### config.mk
export PLATFORM = sky130hd
export DESIGN_NAME = dmem_port_arb
export DESIGN_NICKNAME = d
export VERILOG_FILES = /design/src/rtl/dmem_port_arb_pkg.sv /design/src/rtl/dmem_port_arb.sv
export SDC_FILE = /design/constraint.sdc
export NUM_CORES = 1
export LEC_CHECK = 0
export BUFFER_PORTS_ARGS = -buffer_cell sky130_fd_sc_hd__buf_2
export CAP_MARGIN = 20
export CORE_AREA = 8 8 146 148
export CTS_CLUSTER_SIZE = 20
export DETAILED_ROUTE_END_ITERATION = 12
export DIE_AREA = 0 0 154 156
export GPL_TIMING_DRIVEN = 0
export PLACE_DENSITY_LB_ADDON = 0.05
export SETUP_SLACK_MARGIN = 0.15
export SLEW_MARGIN = 20
export SYNTH_ARGS = -nofsm -noshare
export SYNTH_HDL_FRONTEND = slang
export SYNTH_SLANG_ARGS = --single-unit
### constraint.sdc
create_clock -name i_clk -period 3.89 [get_ports i_clk]
set_clock_uncertainty 0.15 [all_clocks]
set_input_delay 0.1945 -clock i_clk [delete_from_list [all_inputs] [get_ports i_clk]]
set_output_delay 0.1945 -clock i_clk [all_outputs]
set_load 0.01 [all_outputs]
### src/rtl/dmem_port_arb_pkg.sv
// Shared definitions for the data-memory port arbiter: owner encoding,
// datapath widths and the bounded-wait counter update rule.
package dmem_port_arb_pkg;

    localparam int DATA_W = 32;
    localparam int ADDR_W = 32;
    localparam int MASK_W = 32;
    localparam int WAIT_W = 4;

    // Which port issued the access whose read response is in flight.
    localparam logic OWN_P0 = 1'b0;
    localparam logic OWN_P1 = 1'b1;

    // Next value of the port 1 wait counter. It only survives while port 1
    // keeps asking and keeps losing; a grant or a dropped request restarts it.
    function automatic logic [WAIT_W-1:0] wait_next(
        input logic [WAIT_W-1:0] cnt,
        input logic [WAIT_W-1:0] max_wait,
        input logic              p1_req,
        input logic              p1_gnt
    );
        logic [WAIT_W-1:0] nxt;
        nxt = cnt;
        if (!p1_req || p1_gnt) begin
            nxt = '0;
        end else if (cnt != max_wait) begin
            nxt = cnt + 1'b1;
        end
        return nxt;
    endfunction

endpackage

### src/rtl/dmem_port_arb.sv
// Arbiter for the single data-memory port. Port 0 (pipeline memory stage)
// normally wins; port 1 (DMA/debug) is forced through after MAX_WAIT lost
// cycles. Read responses (1-cycle latency) are steered back to their issuer.
module dmem_port_arb
    import dmem_port_arb_pkg::*;
#(
    parameter int MAX_WAIT = 4
) (
    input  logic              i_clk,
    input  logic              i_rst,

    input  logic              i_p0_req,
    input  logic              i_p0_wen,
    input  logic [ADDR_W-1:0] i_p0_addr,
    input  logic [DATA_W-1:0] i_p0_wdata,
    input  logic [MASK_W-1:0] i_p0_mask,
    output logic              o_p0_gnt,
    output logic              o_p0_stall,
    output logic              o_p0_rvld,
    output logic [DATA_W-1:0] o_p0_rdata,

    input  logic              i_p1_req,
    input  logic              i_p1_wen,
    input  logic [ADDR_W-1:0] i_p1_addr,
    input  logic [DATA_W-1:0] i_p1_wdata,
    input  logic [MASK_W-1:0] i_p1_mask,
    output logic              o_p1_gnt,
    output logic              o_p1_rvld,
    output logic [DATA_W-1:0] o_p1_rdata,

    output logic              o_mem_req,
    output logic              o_mem_wen,
    output logic [ADDR_W-1:0] o_mem_addr,
    output logic [DATA_W-1:0] o_mem_wdata,
    output logic [MASK_W-1:0] o_mem_mask,
    input  logic [DATA_W-1:0] i_mem_rdata
);

    localparam logic [WAIT_W-1:0] MAX_WAIT_C = WAIT_W'(MAX_WAIT);

    logic [WAIT_W-1:0] wait_cnt;
    logic              rsp_vld_p1;
    logic              rsp_own_p1;
    logic              force_p1;
    logic              p0_gnt;
    logic              p1_gnt;

    // Grant selection: starvation override first, then port 0, then port 1.
    always_comb begin
        force_p1 = i_p1_req && (wait_cnt == MAX_WAIT_C);
        p0_gnt   = 1'b0;
        p1_gnt   = 1'b0;
        if (!i_rst) begin
            if (force_p1) begin
                p1_gnt = 1'b1;
            end else if (i_p0_req) begin
                p0_gnt = 1'b1;
            end else if (i_p1_req) begin
                p1_gnt = 1'b1;
            end
        end
    end

    assign o_p0_gnt   = p0_gnt;
    assign o_p1_gnt   = p1_gnt;
    assign o_p0_stall = i_p0_req & ~p0_gnt;

    // Memory-side mux: mirror the granted port, drive all zeros when idle.
    always_comb begin
        o_mem_req   = 1'b0;
        o_mem_wen   = 1'b0;
        o_mem_addr  = '0;
        o_mem_wdata = '0;
        o_mem_mask  = '0;
        if (p0_gnt) begin
            o_mem_req   = 1'b1;
            o_mem_wen   = i_p0_wen;
            o_mem_addr  = i_p0_addr;
            o_mem_wdata = i_p0_wdata;
            o_mem_mask  = i_p0_mask;
        end else if (p1_gnt) begin
            o_mem_req   = 1'b1;
            o_mem_wen   = i_p1_wen;
            o_mem_addr  = i_p1_addr;
            o_mem_wdata = i_p1_wdata;
            o_mem_mask  = i_p1_mask;
        end
    end

    // Request stage -> response stage: track the wait counter and which port
    // owns the read data arriving next cycle.
    always_ff @(posedge i_clk) begin
        if (i_rst) begin
            wait_cnt   <= '0;
            rsp_vld_p1 <= 1'b0;
            rsp_own_p1 <= OWN_P0;
        end else begin
            wait_cnt   <= wait_next(wait_cnt, MAX_WAIT_C, i_p1_req, p1_gnt);
            rsp_vld_p1 <= (p0_gnt & ~i_p0_wen) | (p1_gnt & ~i_p1_wen);
            rsp_own_p1 <= p1_gnt ? OWN_P1 : OWN_P0;
        end
    end

    // A response landing while reset is asserted is discarded.
    assign o_p0_rvld  = rsp_vld_p1 & ~i_rst & (rsp_own_p1 == OWN_P0);
    assign o_p1_rvld  = rsp_vld_p1 & ~i_rst & (rsp_own_p1 == OWN_P1);

    // Read data fans out to both ports; rvld qualifies it.
    assign o_p0_rdata = i_mem_rdata;
    assign o_p1_rdata = i_mem_rdata;

endmodule

==> impl_metrics.xml, run 1 <==
<?xml version="1.0" encoding="UTF-8"?>
<metrics>
  <group name="run_status">
    <metric name="status" unit="">finished clean</metric>
  </group>
  <group name="clocking">
    <metric name="cts-root-buf" unit="">sky130_fd_sc_hd__clkbuf_16</metric>
    <metric name="clk_latency" unit="ns">0.23</metric>
    <metric name="post_cts.repair.setup_buffers" unit="">0</metric>
    <metric name="cts_sinks" unit="">6</metric>
    <metric name="cts_tree" unit="">built</metric>
    <metric name="clock_tree_buf_depth" unit="">2</metric>
    <metric name="cts_hold_buf" unit="">0</metric>
    <metric name="cts_buffers" unit="">3</metric>
    <metric name="cts.htree.levels" unit="">1</metric>
    <metric name="clk_transition_reported_paths" unit="ns">0.03</metric>
    <metric name="cts_resized" unit="">0</metric>
  </group>
  <group name="cells_and_area">
    <metric name="nets" unit="">819</metric>
    <metric name="drive_gt1_share" unit="%">77.8</metric>
    <metric name="stdcell_count" unit="">823</metric>
    <metric name="count_of_antenna_diodes_in_the_layout" unit="">0</metric>
    <metric name="syn2layout_area_growth" unit="%">124</metric>
  </group>
  <group name="setup_path">
    <metric name="worstSetupStartpointType" unit="">register</metric>
    <metric name="worst_r2r_startpoint" unit="">wait_cnt[0]</metric>
    <metric name="critPathRequiredTime" unit="ns">3.55</metric>
    <metric name="ff2ff_path_depth" unit="">6</metric>
    <metric name="cp.arrival" unit="ns">2.15</metric>
    <metric name="worstPathMaxFanout" unit="">10</metric>
    <metric name="type_of_the_worst_setup_path" unit="">register to output pin</metric>
    <metric name="worstSetupEndpointType" unit="">output pin</metric>
    <metric name="worst_setup_path_startpoint" unit="">wait_cnt[0]</metric>
  </group>
  <group name="floorplan">
    <metric name="initial_core_util" unit="%">9.31</metric>
    <metric name="fp.dieH" unit="um">156</metric>
    <metric name="die_x" unit="um">154</metric>
    <metric name="dieArea" unit="um^2">24000</metric>
    <metric name="ios" unit="">397</metric>
    <metric name="core-area" unit="um^2">19100</metric>
    <metric name="placementRows" unit="">51</metric>
  </group>
  <group name="logic_synthesis">
    <metric name="synth_top_area_share" unit="%">47.9</metric>
    <metric name="syn_nets" unit="">450</metric>
    <metric name="synthesis.area" unit="um^2">1780</metric>
    <metric name="ys_top_cells_by_area" unit="">sky130_fd_sc_hd__a22o_1 (48%), sky130_fd_sc_hd__buf_4 (28%), sky130_fd_sc_hd__dfxtp_1 (6.8%), sky130_fd_sc_hd__buf_2 (4.5%), sky130_fd_sc_hd__inv_1 (1.5%)</metric>
    <metric name="synth-warning-count" unit="">0</metric>
    <metric name="syn_inst" unit="">218</metric>
    <metric name="dominant_cell_type_by_area_after_synthesis" unit="">sky130_fd_sc_hd__a22o_1</metric>
    <metric name="seq_total_area_yosys" unit="%">6.77</metric>
    <metric name="ys_types" unit="">22</metric>
    <metric name="synth.ff_latch_count" unit="">6</metric>
    <metric name="synth_area_per_cell" unit="um^2">8.14</metric>
  </group>
  <group name="detailed_routing">
    <metric name="via_density" unit="">3.84</metric>
    <metric name="drc" unit="">0</metric>
    <metric name="wl_per_cell" unit="um">18.6</metric>
    <metric name="initialDrtViolationCount" unit="">77</metric>
    <metric name="drt_pass1_iterations" unit="">4</metric>
    <metric name="drt_wl_total" unit="um">15300</metric>
    <metric name="via_count" unit="">3163</metric>
    <metric name="ant_nets" unit="">0</metric>
  </group>
  <group name="timing">
    <metric name="totalNegativeSetupSlack" unit="ns">0</metric>
    <metric name="setup_violations" unit="">0</metric>
    <metric name="grt_setup_unrepaired" unit="">no</metric>
    <metric name="final-hold-violation-count" unit="">0</metric>
    <metric name="tightestPinTransition" unit="ns">0.532</metric>
    <metric name="timing.fmax" unit="MHz">401</metric>
    <metric name="final_max_slew_viol_count" unit="">0</metric>
    <metric name="post_route_fraction_of_the_period_consumed_by_the_critical_path" unit="%">64.2</metric>
    <metric name="slew-limit-headroom" unit="%">64.6</metric>
    <metric name="layout_min_cycle_time" unit="ns">2.50</metric>
  </group>
  <group name="global_route">
    <metric name="first_global_vias" unit="">3348</metric>
    <metric name="grt_pass1_wl" unit="um">20700</metric>
    <metric name="global_route.usage.total" unit="%">11.2</metric>
    <metric name="globalRoute.totalOverflow" unit="">0</metric>
    <metric name="antenna_found_initial" unit="">3</metric>
    <metric name="grt_start_max_net_pins" unit="">11</metric>
  </group>
  <group name="power_and_ir_drop">
    <metric name="power" unit="W">0.000646</metric>
    <metric name="ir_worst_vdd" unit="mV">0.101</metric>
    <metric name="pwr_density_cell" unit="nW/um^2">163</metric>
    <metric name="cellLeakagePower" unit="nW">2.49</metric>
  </group>
  <group name="placed_design">
    <metric name="post-dp-hpwl" unit="um">13900</metric>
    <metric name="place.detailed.instances" unit="">820</metric>
    <metric name="gpl.final_weighted_congestion" unit="">0.823</metric>
    <metric name="numPortBuffers" unit="">364</metric>
  </group>
  <group name="min_path">
    <metric name="hp-class" unit="">input port to register</metric>
    <metric name="holdCritStartpoint" unit="">i_p0_req</metric>
    <metric name="worst_hold_path.num_cells" unit="">2</metric>
  </group>
  <group name="flow_run">
    <metric name="cap_violations" unit="">0</metric>
  </group>
</metrics>
[layout make-up]
class                           instances  area, um^2
Fill cell                            2196       15100
Inverter                                7        26.3
Clock buffer                            3        75.1
Tap cell                              238         298
Multi-Input combinational cell        120        1020
Sequential cell                         6         120
Buffer                                 85         606
Timing Repair Buffer                  364        1820
[layout by cell type, fill, tap and decap left out]
cell type / synthesis / final
sky130_fd_sc_hd__buf_2: 16 / 380
sky130_fd_sc_hd__o211a_1: 1 / 1
sky130_fd_sc_hd__nand2_1: 1 / 1
sky130_fd_sc_hd__buf_4: 67 / 67
sky130_fd_sc_hd__nor2_1: 3 / 3
sky130_fd_sc_hd__nor2b_1: 1 / 1
sky130_fd_sc_hd__ha_1: 2 / 2
sky130_fd_sc_hd__nor3_1: 5 / 5
sky130_fd_sc_hd__mux2i_1: 1 / 1
sky130_fd_sc_hd__nand2b_1: 1 / 1
sky130_fd_sc_hd__a21oi_1: 1 / 1
sky130_fd_sc_hd__and3_1: 1 / 1
sky130_fd_sc_hd__inv_1: 7 / 7
sky130_fd_sc_hd__nand3b_4: 1 / 1
sky130_fd_sc_hd__buf_6: 2 / 2
sky130_fd_sc_hd__nor3b_1: 1 / 1
sky130_fd_sc_hd__clkbuf_16: 0 / 3
sky130_fd_sc_hd__a21oi_2: 1 / 1
sky130_fd_sc_hd__mux2_4: 1 / 1
sky130_fd_sc_hd__nand3_1: 1 / 1
sky130_fd_sc_hd__a22o_1: 97 / 97
sky130_fd_sc_hd__xnor2_1: 1 / 1
sky130_fd_sc_hd__dfxtp_1: 6 / 6
[synth_stat cells, drive strengths merged]
| cell type | n |
|---|---|
| o211a | 1 |
| buf | 85 |
| nor3b | 1 |
| nand3b | 1 |
| dfxtp | 6 |
| nand2 | 1 |
| and3 | 1 |
| a21oi | 2 |
| inv | 7 |
| xnor2 | 1 |
| nand3 | 1 |
| nor3 | 5 |
| mux2i | 1 |
| a22o | 97 |
| mux2 | 1 |
| nor2b | 1 |
| nor2 | 3 |
| nand2b | 1 |
| ha | 2 |
[through the flow]
stage | instance area (um^2) | util, % | hold slack, ns | worst slack [ns]
2_1_floorplan | 1780 | - | 0.136 | 2.10
3_5_place_dp | 3890 | 20.4 | 0.313 | 1.50
6_report | 3970 | 20.8 | 0.0768 | 1.39
3_3_place_gp | 3890 | 20.4 | 0.319 | 1.51
5_1_grt | 3970 | 20.8 | 0.101 | 1.19
4_1_cts | 3970 | 20.8 | 0.0778 | 1.26
[cells by family (layout without fill, tap and decap cells)]
| logic type | after synthesis | count (layout) | share of synthesized area [%] |
|---|---|---|---|
| AOI/OAI and AO/OA | 100 | 100 | 49.2 |
| DFF | 6 | 6 | 6.77 |
| muxes | 2 | 2 | 1.41 |
| adders and majority gates | 2 | 2 | 1.41 |
| xor gates and xnor gates | 1 | 1 | 0.493 |
| and+or+nand+nor | 15 | 15 | 5.14 |
| buffers and inverters | 92 | 459 | 35.6 |
[routing by layer]
metal / wire (um) / up-vias / track usage (%)
met5: 46 / - / 0
met4: 87 / 6 / 1.63
met3: 1670 / 10 / 4.65
met2: 8430 / 228 / 23.1
met1: 5070 / 1411 / 10.0
li1: - / 1508 / -
[flip-flops by register name (all words and copies together) (netlist names)]
signal      flops
rsp_vld_p1      1
rsp_own_p1      1
wait_cnt        4
[where the power goes]
| group | total (W) | switching, W | internal, W |
|---|---|---|---|
| logic | 0.000417 | 0.000187 | 0.000230 |
| registers | 0.0000644 | 0.000000898 | 0.0000635 |
| clock network | 0.000165 | 0.0000336 | 0.000132 |
| total | 0.000646 | 0.000222 | 0.000425 |
[critical path: stages, from the launching register on]
cell                       delay (ns)
sky130_fd_sc_hd__dfxtp_1         0.32
sky130_fd_sc_hd__inv_1           0.06
sky130_fd_sc_hd__ha_1            0.21
sky130_fd_sc_hd__nand3b_4        0.11
sky130_fd_sc_hd__a21oi_2         0.45
sky130_fd_sc_hd__buf_4           0.28
sky130_fd_sc_hd__buf_4           0.20
sky130_fd_sc_hd__a22o_1          0.15
sky130_fd_sc_hd__buf_2           0.14
[worst paths after layout]
path | to | slack, ns
worst min-delay path | rsp_own_p1 | 0.08
worst min register to register | wait_cnt[0] | 0.34
worst max register to register | rsp_vld_p1 | 2.11
worst max-delay path | o_mem_wdata[28] | 1.39
Power figures use the tool's default switching activity.
==> run 2: changes to the inputs <==
--- a/config.mk
+++ b/config.mk
@@ -7,10 +7,10 @@
 export LEC_CHECK = 0
 export BUFFER_PORTS_ARGS = -buffer_cell sky130_fd_sc_hd__buf_2
 export CAP_MARGIN = 20
-export CORE_AREA = 8 8 146 148
+export CORE_AREA = 8 8 149 151
 export CTS_CLUSTER_SIZE = 20
 export DETAILED_ROUTE_END_ITERATION = 12
-export DIE_AREA = 0 0 154 156
+export DIE_AREA = 0 0 157 159
 export GPL_TIMING_DRIVEN = 0
 export PLACE_DENSITY_LB_ADDON = 0.05
 export SETUP_SLACK_MARGIN = 0.15
==> constraint.sdc (replaced) <==
create_clock -name i_clk -period 2.1 [get_ports i_clk]
set_clock_uncertainty 0.15 [all_clocks]
set_input_delay 0.105 -clock i_clk [delete_from_list [all_inputs] [get_ports i_clk]]
set_output_delay 0.105 -clock i_clk [all_outputs]
set_load 0.01 [all_outputs]
==> run 2 against run 1 <==
The run now ends with setup timing left. Worst hold slack worse by 0.043 ns. Global-route usage decreased by 0.071 points. Wire length increased by 1.4%. Utilization grew 1.9 points. Clock power up 84%. Die area up 3.9%. Non-clock buffer count up 11. Total power rose by 100%. Count of clock-buffer cells in the layout stayed put. Final cell count grew 5.5%. Combinational power up 110%. Largest cell class unchanged. Largest power group unchanged. Highest routed layer is now met4.
==> impl_metrics.xml, run 2 (synthesized netlist as in run 1, its figures left out) <==
<?xml version="1.0" encoding="UTF-8"?>
<metrics>
  <group name="power_and_ir_drop">
    <metric name="clk_pwr_share" unit="%">23.3</metric>
    <metric name="cellLeakagePower" unit="nW">2.64</metric>
    <metric name="power_frac_seq" unit="%">9.2</metric>
    <metric name="power_frac_comb" unit="%">67.5</metric>
    <metric name="intPower" unit="W">0.000872</metric>
    <metric name="reported_net_switching_power" unit="W">0.000429</metric>
    <metric name="power" unit="W">0.00130</metric>
    <metric name="pwr_density_cell" unit="nW/um^2">289</metric>
    <metric name="ir_worst_vdd" unit="mV">0.144</metric>
    <metric name="power.share.switching" unit="%">32.9</metric>
  </group>
  <group name="global_route">
    <metric name="first_global_vias" unit="">3445</metric>
    <metric name="global_route.usage.total" unit="%">11.1</metric>
    <metric name="grt_start_max_net_pins" unit="">11</metric>
    <metric name="globalRoute.totalOverflow" unit="">0</metric>
    <metric name="antenna_found_initial" unit="">2</metric>
    <metric name="grt_pass1_wl" unit="um">21100</metric>
  </group>
  <group name="detailed_routing">
    <metric name="via_count" unit="">3174</metric>
    <metric name="ant_nets" unit="">0</metric>
    <metric name="via_density" unit="">3.66</metric>
    <metric name="drt_pass1_iterations" unit="">4</metric>
    <metric name="initialDrtViolationCount" unit="">91</metric>
    <metric name="wl_per_cell" unit="um">17.9</metric>
    <metric name="drt_wl_total" unit="um">15500</metric>
    <metric name="drc" unit="">0</metric>
  </group>
  <group name="setup_path">
    <metric name="critPathMostFrequentCell" unit="">sky130_fd_sc_hd__buf_12</metric>
    <metric name="worstSetupEndpointType" unit="">output pin</metric>
    <metric name="timing.critical_path.slowest_stage_cell" unit="">sky130_fd_sc_hd__dfxtp_2</metric>
    <metric name="worst_path_top_cell_family_by_delay" unit="">buffers and inverters</metric>
    <metric name="type_of_the_worst_setup_path" unit="">register to output pin</metric>
    <metric name="path_cells" unit="">inv_2 -&gt; ha_4 -&gt; nand3b_4 -&gt; o211a_4 -&gt; buf_12 -&gt; buf_12 -&gt; mux2_4 -&gt; buf_6</metric>
    <metric name="cp.arrival" unit="ns">1.85</metric>
    <metric name="critPathRequiredTime" unit="ns">1.85</metric>
    <metric name="worstPathMaxFanout" unit="">6</metric>
    <metric name="worstSetupStartpointType" unit="">register</metric>
    <metric name="critPathBufInv" unit="">4</metric>
    <metric name="biggest_cell_delay_along_the_critical_path" unit="ns">0.32</metric>
  </group>
  <group name="floorplan">
    <metric name="ios" unit="">397</metric>
    <metric name="fp.dieH" unit="um">159</metric>
    <metric name="placementRows" unit="">52</metric>
    <metric name="core-area" unit="um^2">19800</metric>
    <metric name="dieArea" unit="um^2">25000</metric>
    <metric name="initial_core_util" unit="%">8.95</metric>
    <metric name="die_x" unit="um">157</metric>
  </group>
  <group name="timing">
    <metric name="tightestPinTransition" unit="ns">0.283</metric>
    <metric name="layout_min_cycle_time" unit="ns">2.11</metric>
    <metric name="final-hold-violation-count" unit="">0</metric>
    <metric name="final_max_slew_viol_count" unit="">0</metric>
    <metric name="post-route-worst-setup-slack" unit="ns">-0.00847</metric>
    <metric name="fin_hold_ws" unit="ns">0.0335</metric>
    <metric name="post_route_fraction_of_the_period_consumed_by_the_critical_path" unit="%">100</metric>
    <metric name="grt_setup_unrepaired" unit="">yes</metric>
    <metric name="setup_violations" unit="">1</metric>
    <metric name="slew-limit-headroom" unit="%">81.1</metric>
    <metric name="timing.fmax" unit="MHz">474</metric>
  </group>
  <group name="cells_and_area">
    <metric name="design_area" unit="um^2">4510</metric>
    <metric name="utilization" unit="%">22.7</metric>
    <metric name="largest_reg_flops" unit="">4</metric>
    <metric name="syn2layout_area_growth" unit="%">154</metric>
    <metric name="most-common-layout-cells" unit="">sky130_fd_sc_hd__buf_2 (347), sky130_fd_sc_hd__a22o_1 (96), sky130_fd_sc_hd__buf_4 (72)</metric>
    <metric name="nets" unit="">830</metric>
    <metric name="final.fill_count" unit="">2223</metric>
    <metric name="biggestRegsByFlops" unit="">wait_cnt (4), rsp_own_p1 (1), rsp_vld_p1 (1)</metric>
    <metric name="mostFrequentLayoutCell" unit="">sky130_fd_sc_hd__buf_2</metric>
    <metric name="drive_gt1_share" unit="%">79.4</metric>
    <metric name="stdcell_count" unit="">868</metric>
    <metric name="largest-register" unit="">wait_cnt</metric>
  </group>
  <group name="clocking">
    <metric name="cts_tree" unit="">built</metric>
    <metric name="cts_sinks" unit="">6</metric>
    <metric name="cts-root-buf" unit="">sky130_fd_sc_hd__clkbuf_16</metric>
    <metric name="cts.htree.levels" unit="">1</metric>
    <metric name="clk_latency" unit="ns">0.23</metric>
    <metric name="clk_transition_reported_paths" unit="ns">0.03</metric>
    <metric name="cts_buffers" unit="">3</metric>
    <metric name="clock_tree_buf_depth" unit="">2</metric>
  </group>
  <group name="min_path">
    <metric name="hp-class" unit="">input port to register</metric>
  </group>
  <group name="placed_design">
    <metric name="place.detailed.instances" unit="">852</metric>
    <metric name="detailed_place.area" unit="um^2">3940</metric>
    <metric name="numPortBuffers" unit="">364</metric>
    <metric name="post-dp-hpwl" unit="um">13400</metric>
    <metric name="gpl.final_weighted_congestion" unit="">0.792</metric>
  </group>
  <group name="flow_run">
    <metric name="cap_violations" unit="">0</metric>
  </group>
  <group name="run_status">
    <metric name="violated_checks" unit="">setup timing</metric>
    <metric name="status" unit="">finished with violations</metric>
  </group>
</metrics>
## run 2: cell count changes in the layout (fill, tap and decap cells not counted), sizes merged
cell	delta
buf	+4
diode	+2
clkbuf	+7
## run 2: timing repair
action	CTS	global route
buffers inserted	5	0
resized for setup	37	36
setup endpoints to repair	101	99
pin swaps	8	24
gates cloned	2	4
hold buffers	0	0
## run 2: power groups by stage
stage	clock, W	sequential (W)	combinational, W
after floorplan	0	0.000121	0.000369
after global placement	0	0.000121	0.000794
after detailed placement	0	0.000121	0.000785
after CTS	0.000305	0.000119	0.000840
after global routing	0.000312	0.000120	0.000953
final	0.000303	0.000119	0.000878
## run 2: per-stage QoR
| stage | setup TNS [ns] | setup WS (ns) |
|---|---|---|
| 2_1_floorplan | 0 | 0.402 |
| 5_1_grt | -2.60 | -0.0689 |
| 3_5_place_dp | -11.40 | -0.304 |
| 3_3_place_gp | -8.03 | -0.255 |
| 6_report | -0.00847 | -0.00847 |
| 4_1_cts | -0.883 | -0.0627 |
## run 2: final timing paths
kind / from / endpoint / slack (ns) / cells past startpoint
hold / removal: i_p1_wen / rsp_vld_p1 / 0.03 / 3
setup / recovery: wait_cnt[0] / o_mem_wen / -0.008 / 8
setup reg to reg: wait_cnt[0] / rsp_vld_p1 / 0.29 / 8
hold reg to reg: wait_cnt[0] / wait_cnt[0] / 0.38 / 2
## run 2: metal layers
| metal | global-route usage (%) | vias to the layer above | routed length, um |
|---|---|---|---|
| met5 | 0 | - | 0 |
| li1 | - | 1536 | - |
| met3 | 4.07 | 6 | 1990 |
| met4 | 1.79 | 0 | 59 |
| met1 | 9.02 | 1396 | 4490 |
| met2 | 24.1 | 236 | 8970 |
## run 2: worst reg2reg max path, cell delays in order, from the launching register on
cell and delay [ns]:
sky130_fd_sc_hd__dfxtp_2 0.32, sky130_fd_sc_hd__inv_2 0.06, sky130_fd_sc_hd__ha_4 0.14, sky130_fd_sc_hd__nand3b_4 0.11
sky130_fd_sc_hd__o211a_4 0.28, sky130_fd_sc_hd__buf_12 0.16, sky130_fd_sc_hd__buf_12 0.14, sky130_fd_sc_hd__buf_4 0.13
sky130_fd_sc_hd__a22o_1 0.21
## run 2: area by class of cell
class / count / area (um^2) / area share, %
sequential: 6 / 123 / 2.72
multi-input combinational: 120 / 1060 / 23.5
antenna: 2 / 5.00 / 0.111
tap: 270 / 338 / 7.50
buffer: 85 / 739 / 16.4
inverter: 7 / 26.3 / 0.583
timing repair buffer: 375 / 2140 / 47.5
clock buffer: 3 / 75.1 / 1.67
